--- config.mk ---
export PLATFORM = sky130hd
export DESIGN_NAME = mem_arbiter_flat
export DESIGN_NICKNAME = d
export VERILOG_FILES = /design/src/rtl/mem_arb_pkg.sv /design/src/rtl/mem_arbiter_if.sv /design/src/rtl/mem_io_regs.sv /design/src/rtl/mem_arbiter.sv /design/src/flat_wrapper.sv
export SDC_FILE = /design/constraint.sdc
export NUM_CORES = 1
export LEC_CHECK = 0
export BUFFER_PORTS_ARGS = -buffer_cell sky130_fd_sc_hd__buf_4
export CORE_UTILIZATION = 48
export CTS_BUF_LIST = sky130_fd_sc_hd__clkbuf_4 sky130_fd_sc_hd__clkbuf_8
export CTS_CLUSTER_DIAMETER = 60
export DETAILED_ROUTE_END_ITERATION = 8
export HOLD_SLACK_MARGIN = 0.1
export PLACE_DENSITY = 0.8
export SETUP_SLACK_MARGIN = 0.2
export SLEW_MARGIN = 40
export SYNTH_ARGS = -nofsm -noshare
export SYNTH_HDL_FRONTEND = slang
export SYNTH_SLANG_ARGS = --single-unit
--- constraint.sdc ---
create_clock -name clk -period 1.83 [get_ports clk]
set_input_delay 0.0915 -clock clk [delete_from_list [all_inputs] [get_ports clk]]
set_output_delay 0.0915 -clock clk [all_outputs]
set_load 0.02 [all_outputs]
--- src/rtl/mem_arb_pkg.sv ---
// Command codes, FSM state encoding and I/O register addresses shared by
// the mem_arbiter slice.
package mem_arb_pkg;

  localparam int unsigned CMD_W = 2;

  localparam logic [CMD_W-1:0] MNONE  = 2'b00;
  localparam logic [CMD_W-1:0] MREAD  = 2'b01;
  localparam logic [CMD_W-1:0] MWRITE = 2'b10;

  typedef enum logic [1:0] {
    IDLE = 2'd0,
    ACC  = 2'd1,
    RSP  = 2'd2
  } state_t;

  localparam logic [8:0] LED_ADDR = 9'h100;
  localparam logic [8:0] SW_ADDR  = 9'h140;

endpackage

--- src/rtl/mem_arbiter_if.sv ---
// Requester-side bus of mem_arbiter: two req/cmd/addr/wdata channels with
// per-requester grant/done and a shared read-data return.
interface mem_arbiter_if #(
  parameter int unsigned AW = 9,
  parameter int unsigned DW = 16
);
  logic          r0_req;
  logic          r1_req;
  logic [1:0]    r0_cmd;
  logic [1:0]    r1_cmd;
  logic [AW-1:0] r0_addr;
  logic [AW-1:0] r1_addr;
  logic [DW-1:0] r0_wdata;
  logic [DW-1:0] r1_wdata;
  logic          r0_gnt;
  logic          r1_gnt;
  logic          r0_done;
  logic          r1_done;
  logic [DW-1:0] rdata;

  modport master (
    output r0_req, r1_req, r0_cmd, r1_cmd, r0_addr, r1_addr, r0_wdata, r1_wdata,
    input  r0_gnt, r1_gnt, r0_done, r1_done, rdata
  );

  modport slave (
    input  r0_req, r1_req, r0_cmd, r1_cmd, r0_addr, r1_addr, r0_wdata, r1_wdata,
    output r0_gnt, r1_gnt, r0_done, r1_done, rdata
  );
endinterface

--- src/rtl/mem_io_regs.sv ---
// Memory-mapped I/O for mem_arbiter: LED register at LED_ADDR and the
// switch read mux at SW_ADDR. Only built with MEM_ARBITER_IO_EN.
module mem_io_regs
  import mem_arb_pkg::*;
#(
  parameter int unsigned AW = 9,
  parameter int unsigned DW = 16
) (
  input  logic          clk,
  input  logic          rst_n,
  input  logic          acc,
  input  logic [1:0]    cmd,
  input  logic [AW-1:0] addr,
  input  logic [7:0]    wbyte,
  input  logic [7:0]    sw,
  output logic [7:0]    ledr,
  output logic [DW-1:0] rdata_c
);

  logic led_hit_c;
  logic sw_hit_c;

  assign led_hit_c = (addr == AW'(LED_ADDR));
  assign sw_hit_c  = (addr == AW'(SW_ADDR));

  // LED register loads at the end of the access cycle of a matching write
  always_ff @(posedge clk or negedge rst_n) begin
    if (!rst_n) begin
      ledr <= '0;
    end else if (acc && (cmd == MWRITE) && led_hit_c) begin
      ledr <= wbyte;
    end
  end

  assign rdata_c = ((cmd == MREAD) && sw_hit_c) ? DW'({8'h00, sw}) : '0;

endmodule

--- src/rtl/mem_arbiter.sv ---
// Round-robin arbiter sharing the 256x16 RAM and LED/switch I/O between two
// requesters. I/O decode is present only when MEM_ARBITER_IO_EN is defined.
module mem_arbiter
  import mem_arb_pkg::*;
#(
  parameter int unsigned AW     = 9,
  parameter int unsigned DW     = 16,
  parameter int unsigned RAM_AW = 8
) (
  input  logic              clk,
  input  logic              reset,
  mem_arbiter_if.slave      bus,
  output logic [RAM_AW-1:0] ram_addr,
  output logic              ram_write,
  output logic [DW-1:0]     ram_din,
  input  logic [DW-1:0]     ram_dout,
  input  logic [7:0]        sw,
  output logic [7:0]        ledr
);

  state_t        state;
  state_t        state_nxt;
  logic          last;
  logic          owner;
  logic          ram_rd;
  logic [1:0]    cmd_q;
  logic [AW-1:0] addr_q;
  logic [DW-1:0] rdata_q;
  logic [DW-1:0] io_rdata_c;

  logic          any_req_c;
  logic          pick1_c;
  logic [1:0]    win_cmd_c;
  logic [AW-1:0] win_addr_c;
  logic [DW-1:0] win_wdata_c;

  // r1 wins when alone, or on a tie when r0 was granted last
  assign any_req_c   = bus.r0_req | bus.r1_req;
  assign pick1_c     = bus.r1_req & (~bus.r0_req | ~last);
  assign win_cmd_c   = pick1_c ? bus.r1_cmd   : bus.r0_cmd;
  assign win_addr_c  = pick1_c ? bus.r1_addr  : bus.r0_addr;
  assign win_wdata_c = pick1_c ? bus.r1_wdata : bus.r0_wdata;

  always_comb begin
    state_nxt = state;
    case (state)
      IDLE:    if (any_req_c) state_nxt = ACC;
      ACC:     state_nxt = RSP;
      RSP:     state_nxt = IDLE;
      default: state_nxt = IDLE;
    endcase
  end

  always_ff @(posedge clk or negedge reset) begin
    if (!reset) state <= IDLE;
    else        state <= state_nxt;
  end

  // Transaction latch, RAM strobes, grant/done and read-data capture
  always_ff @(posedge clk or negedge reset) begin
    if (!reset) begin
      last        <= 1'b1;
      owner       <= 1'b0;
      cmd_q       <= MNONE;
      addr_q      <= '0;
      ram_addr    <= '0;
      ram_din     <= '0;
      ram_write   <= 1'b0;
      ram_rd      <= 1'b0;
      rdata_q     <= '0;
      bus.r0_gnt  <= 1'b0;
      bus.r1_gnt  <= 1'b0;
      bus.r0_done <= 1'b0;
      bus.r1_done <= 1'b0;
    end else begin
      ram_write   <= 1'b0;
      bus.r0_done <= 1'b0;
      bus.r1_done <= 1'b0;
      case (state)
        IDLE: begin
          if (any_req_c) begin
            owner      <= pick1_c;
            last       <= pick1_c;
            cmd_q      <= win_cmd_c;
            addr_q     <= win_addr_c;
            ram_addr   <= RAM_AW'(win_addr_c);
            ram_din    <= win_wdata_c;
            ram_write  <= (win_cmd_c == MWRITE) & ~win_addr_c[AW-1];
            bus.r0_gnt <= ~pick1_c;
            bus.r1_gnt <= pick1_c;
          end
        end
        ACC: begin
          bus.r0_done <= ~owner;
          bus.r1_done <= owner;
          if (cmd_q == MREAD) begin
            ram_rd <= ~addr_q[AW-1];
            if (addr_q[AW-1]) rdata_q <= io_rdata_c;
          end
        end
        RSP: begin
          bus.r0_gnt <= 1'b0;
          bus.r1_gnt <= 1'b0;
          ram_rd     <= 1'b0;
          if (ram_rd) rdata_q <= ram_dout;
        end
        default: ;
      endcase
    end
  end

  // RAM read data arrives during RSP; pass it through then hold it in rdata_q
  assign bus.rdata = ram_rd ? ram_dout : rdata_q;

`ifdef MEM_ARBITER_IO_EN
  mem_io_regs #(
    .AW (AW),
    .DW (DW)
  ) u_io (
    .clk     (clk),
    .rst_n   (reset),
    .acc     (state == ACC),
    .cmd     (cmd_q),
    .addr    (addr_q),
    .wbyte   (ram_din[7:0]),
    .sw      (sw),
    .ledr    (ledr),
    .rdata_c (io_rdata_c)
  );
`else
  logic unused_io;
  assign unused_io  = ^{sw, addr_q[AW-2:0]};
  assign ledr       = '0;
  assign io_rdata_c = '0;
`endif

endmodule

--- src/flat_wrapper.sv ---
// flat-port wrapper written by rule: the top's interface ports become plain ports
module mem_arbiter_flat import mem_arb_pkg::*;
#(
  parameter int unsigned AW     = 9,
  parameter int unsigned DW     = 16,
  parameter int unsigned RAM_AW = 8
)
  (clk, reset, ram_addr, ram_write, ram_din, ram_dout, sw, ledr, bus_r0_req, bus_r1_req, bus_r0_cmd, bus_r1_cmd, bus_r0_addr, bus_r1_addr, bus_r0_wdata, bus_r1_wdata, bus_r0_gnt, bus_r1_gnt, bus_r0_done, bus_r1_done, bus_rdata);
  mem_arbiter_if #(.AW(AW), .DW(DW)) bus_i ();
  input  logic clk;
  input  logic reset;
  output logic [RAM_AW-1:0] ram_addr;
  output logic ram_write;
  output logic [DW-1:0] ram_din;
  input  logic [DW-1:0] ram_dout;
  input  logic [7:0] sw;
  output logic [7:0] ledr;
  input wire logic [$bits(bus_i.r0_req)-1:0] bus_r0_req;
  input wire logic [$bits(bus_i.r1_req)-1:0] bus_r1_req;
  input wire logic [$bits(bus_i.r0_cmd)-1:0] bus_r0_cmd;
  input wire logic [$bits(bus_i.r1_cmd)-1:0] bus_r1_cmd;
  input wire logic [$bits(bus_i.r0_addr)-1:0] bus_r0_addr;
  input wire logic [$bits(bus_i.r1_addr)-1:0] bus_r1_addr;
  input wire logic [$bits(bus_i.r0_wdata)-1:0] bus_r0_wdata;
  input wire logic [$bits(bus_i.r1_wdata)-1:0] bus_r1_wdata;
  output wire logic [$bits(bus_i.r0_gnt)-1:0] bus_r0_gnt;
  output wire logic [$bits(bus_i.r1_gnt)-1:0] bus_r1_gnt;
  output wire logic [$bits(bus_i.r0_done)-1:0] bus_r0_done;
  output wire logic [$bits(bus_i.r1_done)-1:0] bus_r1_done;
  output wire logic [$bits(bus_i.rdata)-1:0] bus_rdata;
  assign bus_i.r0_req = bus_r0_req;
  assign bus_i.r1_req = bus_r1_req;
  assign bus_i.r0_cmd = bus_r0_cmd;
  assign bus_i.r1_cmd = bus_r1_cmd;
  assign bus_i.r0_addr = bus_r0_addr;
  assign bus_i.r1_addr = bus_r1_addr;
  assign bus_i.r0_wdata = bus_r0_wdata;
  assign bus_i.r1_wdata = bus_r1_wdata;
  assign bus_r0_gnt = bus_i.r0_gnt;
  assign bus_r1_gnt = bus_i.r1_gnt;
  assign bus_r0_done = bus_i.r0_done;
  assign bus_r1_done = bus_i.r1_done;
  assign bus_rdata = bus_i.rdata;
  mem_arbiter #(.AW(AW), .DW(DW), .RAM_AW(RAM_AW)) u_core (.clk(clk), .reset(reset), .bus(bus_i), .ram_addr(ram_addr), .ram_write(ram_write), .ram_din(ram_din), .ram_dout(ram_dout), .sw(sw), .ledr(ledr));
endmodule
==> metrics.csv <==
stage,metric,value,unit
synthesis,muxShareOfSynthArea,17.5,%
clocking,htree_levels,2,
drt,avgViaCountPerCell,5.16,
global_routing,antenna_found_initial,0,
run_status,status,"complete, no violations",
global_routing,grt.overflow.total,0,
sta,setup_viol,0,
clocking,cts-root-buf,clkbuf_8,
global_routing,grt_pass1_vias,2603,
power,clockPowerShare,10.5,%
global_routing,grt_first_pass_wirelength,12000,um
critical_path,cp-end-kind,flip-flop,
clocking,cts_tree,built,
placed_design,port_buffers,118,
global_routing,grt_start_max_net_pins,54,
synthesis,synth_largest_area_cell,dfrtp_1,
critical_path,reg2reg_to,u_core.ram_din[14],
critical_path,cp-start-kind,flip-flop,
synthesis,avgSynthCellArea,10.8,um2
placed_design,gp_congestion,0.729,
drt,wl,7600,um
worst_hold_path,min_path_cells,3,
power,leakagePower,2.17,nW
sta,hold_violations,0,
final_layout,fin_nets,502,
clocking,clk_pin_slew,0.09,ns
floorplan,num_rows,27,
critical_path,worst-r2r-setup-slack,0.26,ns
drt,detail-route-antenna-nets,0,
clocking,cts.sinks,53,
final_layout,num_antenna_cells,0,
sta,drv_slew,0,
synthesis,synth_compound_area_share,11.4,%
clocking,clkLatencyLatePin,0.30,ns
sta,fmax,638,MHz
critical_path,path_max_fanout,13,
final_layout,layout_common_cells,"buf_4, dfrtp_1, dlygate4sd3_1",
critical_path,critical-path-max-stage-delay,0.36,ns
drt,drc,0,
worst_hold_path,hp-start,bus_r1_wdata[13],
sta,fin_worst_skew,0.00597,ns
clocking,cts.path.max_buffers,2,
sta,period_needed,1.57,ns
sta,fin_setup_tns,0,ns
sta,max_slew.worst_pin.slew,0.672,ns
floorplan,die_h,78.6,um
power,p_per_area,1520,mW/mm2
sta,hold_ws,0.115,ns
critical_path,crit_chain,"inv_1, ha_4, buf_4, nand2_2, nor2b_4, buf_12, a221o_1",
drt,drtIter0Drc,85,
drt,dr_total_vias,2522,
synthesis,synthXorXnorAreaFrac,0,%
synthesis,synth.distinct_cells,36,
critical_path,critPathRequiredTime,2.02,ns
global_routing,grtUsageTotal,25.1,%
flow_run,maxCapViolations,0,
synthesis,synth.ff_latch_count,53,
critical_path,path_delay_family,buffers and inverters,
final_layout,final_common_cell,buf_4,
worst_hold_path,whs_endpoint,u_core.ram_din[13],
floorplan,dieArea,0.00618,mm2
floorplan,initial_core_util,50.5,%
critical_path,arrival,1.75,ns
synthesis,syn-cell-area,0.00282,mm2
synthesis,yosys.area.top_type_share,46.2,%
final_layout,drive_gt1_share,41.0,%
final_layout,area_growth,51.2,%
synthesis,synth_area_leaders,"dfrtp_1, mux2i_1, mux2_2",
sta,slew_headroom,55.2,%
synthesis,synthAdderAreaFrac,1.78,%
power,p_seq_share,31.6,%
drt,dr.pass1.iters,4,
power,p_int,3.82,mW
floorplan,core_area,0.00557,mm2
critical_path,worstSetupPathType,reg2reg,
floorplan,die_width,78.6,um
floorplan,ioPinCount,135,
synthesis,seq_area_frac_synth,47.1,%
synthesis,synth_top_family_by_area,multiplexers,
power,swShare,40.9,%
placed_design,dp.final_hpwl,4440,um
drt,wl_per_cell,15.5,um
power,switchingPower,2.65,mW
worst_hold_path,min_path_type,in2reg,
clocking,numCtsBuffers,5,
synthesis,postSynthCellCount,260,
sta,rsz0062_at_grt,false,
synthesis,yosys_warnings,0,
critical_path,worstRegToRegCells,7,
power,pwr-share-comb,57.9,%
power,ir_drop,0.942,mV
critical_path,r2r-start,u_core.state[0],
synthesis,synth_simple_gate_area_share,10.8,%
critical_path,crit_buf_inv,3,
critical_path,critical-path-slowest-cell,dfrtp_1,
sta,timing.final.crit_share,85.7,%
-- worst register-to-register path, delay by kind of cell (launching register included) --
family	cells	cell delay, ns
AOI/OAI and AO/OA	1	0.36
adders and majority gates	1	0.19
buffers and inverters	3	0.40
DFF	1	0.36
and+or+nand+nor	2	0.14
-- Yosys cell counts (all sizes together) --
cell / count
a21oi: 4
a2bb2oi: 1
a211oi: 1
clkbuf: 5
nand3b: 1
inv: 24
or2b: 1
a22o: 2
mux2i: 29
nand2: 33
a21boi: 1
conb: 1
and3: 13
o22ai: 1
nor2b: 2
o21ai: 16
a32oi: 1
and2: 1
or3b: 1
ha: 4
dfrtp: 52
dfstp: 1
o21ba: 1
mux2: 18
nand2b: 3
a32o: 1
buf: 26
a221o: 13
nor2: 3
-- worst max-delay path by stage --
stage	from	to	cells past startpoint
after floorplan	u_core.state[0]	u_core.rdata_q[10]	6
after global placement	u_core.last	u_core.addr_q[8]	3
after detailed placement	u_core.state[0]	u_core.ram_addr[0]	6
after CTS	u_core.ram_rd	bus_rdata[8]	2
after global routing	u_core.state[1]	u_core.ram_din[14]	7
final	u_core.state[0]	u_core.ram_din[14]	7
-- layer usage --
metal | track usage [%] | routed length [um]
met1 | 29.0 | 3030
met2 | 45.0 | 3820
met3 | 6.16 | 553
met4 | 8.70 | 191
met5 | 0 | 0
-- kinds of logic (layout without fill, tap and decap cells) --
| logic type | Yosys count | after routing |
|---|---|---|
| DFF | 53 | 53 |
| other | 1 | 8 |
| muxes | 47 | 47 |
| adders and majority gates | 4 | 4 |
| AOI/OAI and AO/OA | 42 | 42 |
| buffers and inverters | 55 | 205 |
| and+or+nand+nor | 58 | 58 |
-- registers in the layout (all words and copies together), names as in the netlist --
name / cells
u_core.ram_din: 16
u_core.rdata_q: 16
u_core.ram_addr: 7
u_core.addr_q: 2
u_core.cmd_q: 2
u_core.state: 2
u_core.bus.r0_done: 1
u_core.bus.r0_gnt: 1
u_core.bus.r1_done: 1
u_core.bus.r1_gnt: 1
u_core.last: 1
u_core.owner: 1
u_core.ram_rd: 1
u_core.ram_write: 1
-- metrics by stage --
stage	cells	util (%)	area, um2	total power [mW]	setup slack, ns
2_1_floorplan	267	-	2840	4.38	0.254
3_3_place_gp	432	65.7	3660	5.43	0.211
4_1_cts	484	75.5	4210	6.34	0.215
5_1_grt	489	76.4	4260	6.86	0.208
3_5_place_dp	433	66.0	3680	5.52	0.201
6_report	489	76.4	4260	6.47	0.262
-- repair_timing --
item	CTS	global route
endpoints found under the setup margin	24	39
hold buffers	40	0
pin swaps	0	1
endpoints found under the hold margin	79	0
setup buffers	3	5
gates resized for setup	2	3
-- power by group through the flow --
stage	clock network (mW)	registers [mW]	logic (mW)
global route	0.750	2.11	4.00
global placement	0	2.03	3.41
CTS	0.696	2.02	3.62
floorplan	0	2.18	2.20
finish	0.679	2.05	3.75
detailed placement	0	2.03	3.49
-- cell type report --
type / instances / area [um2]
clock buffers: 8 / 91.3
fillers: 355 / 1310
inverters: 24 / 90.1
multi-input cells: 159 / 1230
flip-flops and latches: 53 / 1330
well taps: 72 / 90.1
repair buffers: 173 / 1430
Power figures use the tool's default switching activity.
